<file path="src/rtl/scan_test_ctrl.sv">
// scan_test_ctrl: autonomous exhaustive scan-test sequencer.
// Loads all 2^CHAIN_LEN patterns serially (LSB first), inserts one capture
// cycle per pattern, and unloads each response while the next pattern loads.
// Optional feature macro: SCAN_SIG_EN (16-bit serial signature, x^16+x^15+x^2+1).
module scan_test_ctrl #(
  parameter int unsigned CHAIN_LEN = 4
) (
  input  logic                 CLK,
  input  logic                 RSTn,
  input  logic                 START,
  input  logic                 SO,
  output logic                 SE,
  output logic                 SI,
  output logic                 BUSY,
  output logic                 DONE,
  output logic [CHAIN_LEN-1:0] RESP,
  output logic                 RESP_VALID,
  output logic [15:0]          SIGNATURE
);

  localparam int unsigned BIT_W = (CHAIN_LEN > 1) ? $clog2(CHAIN_LEN) : 1;
  localparam int unsigned PAT_W = CHAIN_LEN + 1;
  localparam logic [PAT_W-1:0] PAT_LAST = PAT_W'((1 << CHAIN_LEN) - 1);
  localparam logic [BIT_W-1:0] BIT_LAST = BIT_W'(CHAIN_LEN - 1);

  typedef enum logic [2:0] {
    IDLE    = 3'd0,
    SHIFT   = 3'd1,
    CAPTURE = 3'd2,
    UNLOAD  = 3'd3,
    FINISH  = 3'd4
  } state_t;

  state_t               state_q, state_d;
  logic [PAT_W-1:0]     pat_q, pat_d;
  logic [BIT_W-1:0]     bit_q, bit_d;
  logic [CHAIN_LEN-1:0] buf_q, buf_d;
  logic [CHAIN_LEN-1:0] resp_q, resp_d;
  logic                 resp_valid_q, resp_valid_d;
  logic                 se_q, se_d;
  logic                 si_q, si_d;
  logic                 busy_q, busy_d;
  logic                 done_q, done_d;
  logic                 sample_c;
  logic                 start_c;

  // Next-state, counters, response capture and registered CUT-side outputs
  always_comb begin
    state_d      = state_q;
    pat_d        = pat_q;
    bit_d        = bit_q;
    buf_d        = buf_q;
    resp_d       = resp_q;
    resp_valid_d = 1'b0;
    sample_c     = 1'b0;
    start_c      = 1'b0;

    case (state_q)
      IDLE: begin
        if (START) begin
          start_c = 1'b1;
          state_d = SHIFT;
          pat_d   = '0;
          bit_d   = '0;
        end
      end
      SHIFT: begin
        // The pattern-0 load has no prior capture to unload, so its samples are dropped
        sample_c = (pat_q != '0);
        if (bit_q == BIT_LAST) begin
          state_d = CAPTURE;
          bit_d   = '0;
        end else begin
          bit_d = bit_q + BIT_W'(1);
        end
      end
      CAPTURE: begin
        if (pat_q == PAT_LAST) begin
          state_d = UNLOAD;
        end else begin
          state_d = SHIFT;
          pat_d   = pat_q + PAT_W'(1);
        end
      end
      UNLOAD: begin
        sample_c = 1'b1;
        if (bit_q == BIT_LAST) begin
          state_d = FINISH;
          bit_d   = '0;
        end else begin
          bit_d = bit_q + BIT_W'(1);
        end
      end
      FINISH: begin
        state_d = IDLE;
      end
      default: begin
        state_d = IDLE;
      end
    endcase

    if (sample_c) begin
      buf_d[bit_q] = SO;
      if (bit_q == BIT_LAST) begin
        resp_d       = buf_d;
        resp_valid_d = 1'b1;
      end
    end

    se_d   = (state_d == SHIFT) || (state_d == UNLOAD);
    si_d   = (state_d == SHIFT) ? pat_d[bit_d] : 1'b0;
    busy_d = (state_d != IDLE);
    done_d = (state_d == FINISH);
  end

  // State and output registers
  always_ff @(posedge CLK or negedge RSTn) begin
    if (!RSTn) begin
      state_q      <= IDLE;
      pat_q        <= '0;
      bit_q        <= '0;
      buf_q        <= '0;
      resp_q       <= '0;
      resp_valid_q <= 1'b0;
      se_q         <= 1'b0;
      si_q         <= 1'b0;
      busy_q       <= 1'b0;
      done_q       <= 1'b0;
    end else begin
      state_q      <= state_d;
      pat_q        <= pat_d;
      bit_q        <= bit_d;
      buf_q        <= buf_d;
      resp_q       <= resp_d;
      resp_valid_q <= resp_valid_d;
      se_q         <= se_d;
      si_q         <= si_d;
      busy_q       <= busy_d;
      done_q       <= done_d;
    end
  end

  assign SE         = se_q;
  assign SI         = si_q;
  assign BUSY       = busy_q;
  assign DONE       = done_q;
  assign RESP       = resp_q;
  assign RESP_VALID = resp_valid_q;

`ifdef SCAN_SIG_EN
  logic [15:0] sig_q, sig_d;
  logic        fb_c;

  // Serial signature over every delivered SO sample; cleared when a run starts
  always_comb begin
    sig_d = sig_q;
    fb_c  = sig_q[15] ^ SO;
    if (start_c) begin
      sig_d = '0;
    end else if (sample_c) begin
      sig_d = {sig_q[14:0], 1'b0} ^ (fb_c ? 16'h8005 : 16'h0000);
    end
  end

  // Signature register
  always_ff @(posedge CLK or negedge RSTn) begin
    if (!RSTn) begin
      sig_q <= '0;
    end else begin
      sig_q <= sig_d;
    end
  end

  assign SIGNATURE = sig_q;
`else
  assign SIGNATURE = 16'h0000;
`endif

endmodule

</file>
<file path="config.mk">
export PLATFORM = sky130hd
export DESIGN_NAME = scan_test_ctrl
export DESIGN_NICKNAME = d
export VERILOG_FILES = /design/src/rtl/scan_test_ctrl.sv
export SDC_FILE = /design/constraint.sdc
export NUM_CORES = 1
export LEC_CHECK = 0
export BUFFER_PORTS_ARGS = -buffer_cell sky130_fd_sc_hd__buf_2
export CORE_MARGIN = 2
export CORE_UTILIZATION = 30
export CTS_CLUSTER_DIAMETER = 40
export DETAILED_ROUTE_END_ITERATION = 10
export PLACE_DENSITY = 0.49
export SLEW_MARGIN = 10
export SYNTH_ARGS = -nofsm -noshare
export SYNTH_HDL_FRONTEND = slang
export SYNTH_SLANG_ARGS = --single-unit
export TNS_END_PERCENT = 10
</file>
<file path="constraint.sdc">
create_clock -name CLK -period 1.7 [get_ports CLK]
set_input_delay 0.255 -clock CLK [delete_from_list [all_inputs] [get_ports CLK]]
set_output_delay 0.255 -clock CLK [all_outputs]
set_load 0.02 [all_outputs]
</file>
Word-level counts from Yosys, hierarchy flattened:

Cells that the tools add are included.

* $add $sub $neg: 2
* multiply operators: 0
* divide/modulo/power cells: 0
* $lt $le $gt $ge: 3
* equal/unequal tests: 10
* shifts and indexed selects: 0
* muxes and demuxes: 20
* bitwise operators: 0
* reductions and logical operators: 9

Operators with widths (number)
* case mux 3 bit (4 select lines): 1
* 2-to-1 mux 5 bit: 2
* case mux 5 bit (2 select lines): 1
* equality test 3 x 2 -> 1 bit (second input constant): 3
* 2-to-1 mux 3 bit: 3
* equality test 3 x 1 -> 1 bit (second input constant): 2
* 2-to-1 mux 2 bit: 3
* adder 5 x 1 -> 5 bit (second input constant): 1
* equality test 5 x 4 -> 1 bit (second input constant): 1
* 2-to-1 mux 1 bit: 5
* nonzero test 5 bit: 1
* bitwise mux 4 bit: 1
* < comparator 2 x 4 -> 1 bit (second input constant): 1
* != test 2 bit (second input constant): 2
* case mux 2 bit (2 select lines): 1
* equality test 3 bit (second input constant): 1
* zero test 3 bit: 1
* < comparator 2 x 3 -> 1 bit (second input constant): 1
* AND reduction 3 bit: 1
* nonzero test 3 bit: 1
* adder 2 x 1 -> 2 bit (second input constant): 1
* binary-select mux 1 bit (select 2 bit): 1
* demux 1 bit (select 2 bit): 1
* equality test 2 bit (second input constant): 1
* 7 further kinds: 7

* register bits after elaboration: 23
* bits in latches: 0
* RAM bits: 0
* bits in read-only memories: 0
* bits of input ports: 4
* output and inout bits: 25
* memories: 0

Longest topological paths before layout:

* depth in word-level cells: 6
* mapped depth: 7

Worst setup path before layout:

No wires, ideal clock.

* path kind: register to register
* start: reg bit_q[0]
* end: reg si_q, in the netlist SI
* arrival time: 1437 ps
* data required time: 1604 ps
* slack: 167 ps
* stages on the path, launching flop included: 7
* buffers on the path: 0
* clock period less this slack: 1533 ps
* cell sequence: dfrtp_1 -> ha_1 -> nand2b_1 -> a21boi_0 -> o22ai_1 -> o311ai_2 -> nor4_2

* longest elaborated chain between the ends: 6
* elaborated cells on any way between the ends: 12

Ends and longest elaborated chain
* start: declaration: line 36 `logic [BIT_W-1:0] bit_q, bit_d;`
* start signal: assignment: line 132 `bit_q <= bit_d;`
* adder 2 x 1 -> 2 bit / equality test 2 bit (equally long branches)
* 2-to-1 mux 2 bit: line 70, 87
* case mux 2 bit (2 select lines): line 58 `case (state_q)`
* binary-select mux 1 bit (select 2 bit): line 111 `si_d = (state_d == SHIFT) ? pat_d[bit_d] : 1'b0;`
* 2-to-1 mux 1 bit (implied by the code): line 111
* 2-to-1 mux 1 bit *: line 111
* via si_d: line 41 `logic si_q, si_d;`
* end signal: assignment: line 137 `si_q <= si_d;`
* end: declaration: line 41

Mark *: on every way through the listed nets, which the timed path passes. The rest lies on a longest branch. The select of a mux whose other input is x is not followed.
A chain may end at the register's enable or synchronous reset.

Worst setup path in the final report:

* start: reg pat_q[2]
* end: reg si_q, in the netlist SI

* longest elaborated chain between the ends: 6
* elaborated cells on any way between the ends: 11

Ends and longest elaborated chain
* start: declaration: line 35 `logic [PAT_W-1:0] pat_q, pat_d;`
* start signal: assignment: line 131 `pat_q <= pat_d;`
* adder 5 x 1 -> 5 bit / equality test 5 x 4 -> 1 bit (equally long branches): line 82, 78
* 2-to-1 mux 5 bit: line 78 `if (pat_q == PAT_LAST) begin`
* case mux 5 bit (2 select lines) *: line 58
* via pat_d[2]: line 35
* binary-select mux 1 bit (select 2 bit) *: line 111
* 2-to-1 mux 1 bit (implied by the code) *: line 111
* 2-to-1 mux 1 bit *: line 111
* via si_d: line 41

Marks and branches as above.

==> flow_summary_export.csv <==
group,metric,value,unit
outcome,status,"finished clean",
worst_setup_path,cp.required,1.87,ns
timing,setup_viol,0,
timing,period_share,0.948,
power_and_ir_drop,power_density,1780,nW/µm²
die,fp-row-count,24,
timing,layout_setup_ws,0.0877,ns
timing,hold_viol_final,0,
die,initial_core_util,0.307,
flow_run,drv_cap,0,
worst_setup_path,cp-startpoint,"pat_q[2]",
layout,layout.cells.non_filler,203,
logic_synthesis,synth_area_leader_cell,"dfrtp_1",
logic_synthesis,syn_area,1320,µm²
clocking,clkSinkCount,22,
timing,fin_crit,1.61,ns
global_route,grtUsageTotal,0.104,
clocking,clk-insertion-delay-late,0.26,ns
drt,route.detailed.drc,0,
hold_path,hold_start,"SO",
logic_synthesis,synth_top_area_frac,0.418,
logic_synthesis,synthFlopType,"dfrtp_1",
drt,wl,2450,µm
worst_setup_path,crit_path_top_delay_cell,"dfrtp_1",
logic_synthesis,synth_cells,127,
clocking,root_buffer,"clkbuf_8",
layout,syn2layout_area_growth,17.1,%
drt,vias,910,
logic_synthesis,synth_cell_types,44,
logic_synthesis,postSynth.asyncResetShare,1.00,
timing,slew_violations,0,
drt,routedWlPerCell,12.1,µm
worst_setup_path,reg2regPathDepth,5,
clocking,cts_made_buffers,3,
logic_synthesis,synth_seq_area_share,0.418,
timing,hold_slack,0.300,ns
die,ios,29,
die,die-width,70.2,µm
global_route,grt_max_degree,23,
placed_design,io_buffers,12,
worst_setup_path,critPathKind,"reg -> reg",
layout,multiInputGateArea,656,µm²
drt,first_pass_iters,2,
power_and_ir_drop,power,2.74,mW
worst_setup_path,critPathArrivalTime,1.79,ns
clocking,cts_tree,"done",
logic_synthesis,synth-edff-count,0,
layout,antenna_cells,0,
worst_setup_path,startpoint_type,"flop",
worst_setup_path,r2r-start,"pat_q[2]",
layout,fin_nets,162,
clocking,clkTransAtPathRegs,0.08,ns
placed_design,hpwl,1840,µm
hold_path,hp-class,"in -> reg",
layout,fillCellCount,443,
worst_setup_path,cp_max_fo,7,
worst_setup_path,path_cells,"and2_1 > nor2b_1 > a311oi_2 > nor3_1 > nor4_2",
worst_setup_path,slowest_delay,0.46,ns
die,fp.dieArea,4930,µm²
logic_synthesis,yosysMostFrequentCell,"dfrtp_1",
global_route,grt_overflow,0,
timing,fmax,620,MHz
drt,drtIter0Drc,6,
layout,seq_area,556,µm²
global_route,grt_pass1_vias,917,
clocking,h-tree-depth,1,
layout,fin_util,0.359,
hold_path,min_path_cells,2,
logic_synthesis,yosys_warnings,0,
power_and_ir_drop,ir_drop,0.620,mV
clocking,cts_buffer_depth,2,
global_route,antenna_found_initial,0,
timing,finClkSkew,0.00230,ns
placed_design,pre_cts_ws,0.0314,ns
placed_design,gp_congestion,0.816,
power_and_ir_drop,leakagePower,0.714,nW
logic_synthesis,syn_area_per_cell,10.4,µm²
layout,drive_gt1_frac,0.318,
global_route,grt_pass1_wl,4200,µm
logic_synthesis,post_synth_most_frequent_cells,"dfrtp_1, buf_4, inv_1, nor2_1, a21oi_1",
die,core_area,4290,µm²
drt,viasPerCell,4.48,
worst_setup_path,end_kind,"flop",
die,die_h,70.2,µm
logic_synthesis,ys_ff_latch,22,
drt,drtAntennaViolNets,0,
placed_design,place_inst,193,
logic_synthesis,netlist_top_cells_area,"dfrtp_1, buf_4, ha_1",
-- metrics by stage --
step                      TNS, ns  cell area, µm²
after floorplan                 0            1370
after global placement          0            1390
after detailed placement        0            1390
after CTS                       0            1470
after global routing      -0.0225            1540
final                           0            1540
-- where the power goes --
part	internal, mW	switching (mW)	leakage, nW
Sequential	0.720	0.151	0.262
Combinational	0.629	0.754	0.416
Clock	0.314	0.174	0.0357
Total	1.66	1.08	0.714
-- path summary, 6_finish.rpt --
path | endpoint | slack, ns
setup / recovery | SI | 0.09
hold / removal | buf_q[1] | 0.30
setup reg to reg | SI | 0.09
hold reg to reg | buf_q[1] | 0.50
max in group asynchronous | bit_q[0] | 0.85
min in group asynchronous | BUSY | 0.48
-- state kept, by name (all words and copies together) (netlist names) --
signal	cells
pat_q	5
DONE	1
buf_q	3
bit_q	2
RESP	4
BUSY	1
state_q	3
RESP_VALID	1
SI	1
SE	1
-- worst max-delay path: cells and delay by family, from the launching register on --
| family | cells | cell delay [ns] |
|---|---|---|
| compound gates | 1 | 0.33 |
| flops | 1 | 0.46 |
| simple gates | 4 | 0.73 |
-- kinds of logic (layout without fill, tap and decap cells) --
| family | Yosys count | in the layout | synth area share |
|---|---|---|---|
| buffers and inverters | 29 | 38 | 0.146 |
| other | 1 | 16 | 0.00285 |
| and+or+nand+nor | 37 | 37 | 0.161 |
| muxes | 7 | 7 | 0.0599 |
| adders and majority gates | 6 | 6 | 0.0570 |
| AOI/OAI and AO/OA | 25 | 25 | 0.155 |
| DFF | 22 | 22 | 0.418 |
-- timing repair --
action / in CTS / in global routing
hold buffers: 1 / 0
endpoints found under the setup margin: 0 / 2
endpoints found under the hold margin: 22 / 0
gates resized for setup: 0 / 9
setup buffers: 0 / 5
-- cell usage in the layout (no fill, tap or decap), drive strengths merged --
cell type,count
conb,16
o21ai,3
o311ai,1
or3b,1
a311oi,2
a21boi,1
o22ai,1
nor4,1
nor2,9
and4,1
a31oi,4
clkbuf,3
bufinv,1
nand4,2
a22oi,1
mux2i,3
and2,3
o21a,1
nand2,7
dlygate4sd3,1
o2bb2ai,1
o221ai,1
and2b,2
dfrtp,22
ha,6
o31a,1
nor3,5
inv,9
a21oi,7
nand4b,1
a32o,1
and3,2
nor2b,2
buf,24
mux2,4
nand2b,1
-- cell type report --
| type | count | share of cell area |
|---|---|---|
| sequential | 22 | 0.360 |
| inverter | 9 | 0.0219 |
| tap | 52 | 0.0422 |
| clock inverter | 1 | 0.0195 |
| clock buffer | 3 | 0.0268 |
| timing repair buffer | 25 | 0.104 |
| multi-input combinational | 91 | 0.425 |
-- routing by layer --
metal / routed length, µm / vias up / global-route usage
li1: - / 457 / -
met1: 1140 / 436 / 0.138
met2: 1210 / 15 / 0.173
met3: 87 / 2 / 0.0317
met4: 13 / 0 / 0.0128
met5: 0 / - / 0
(Power assumes the default switching activity.)
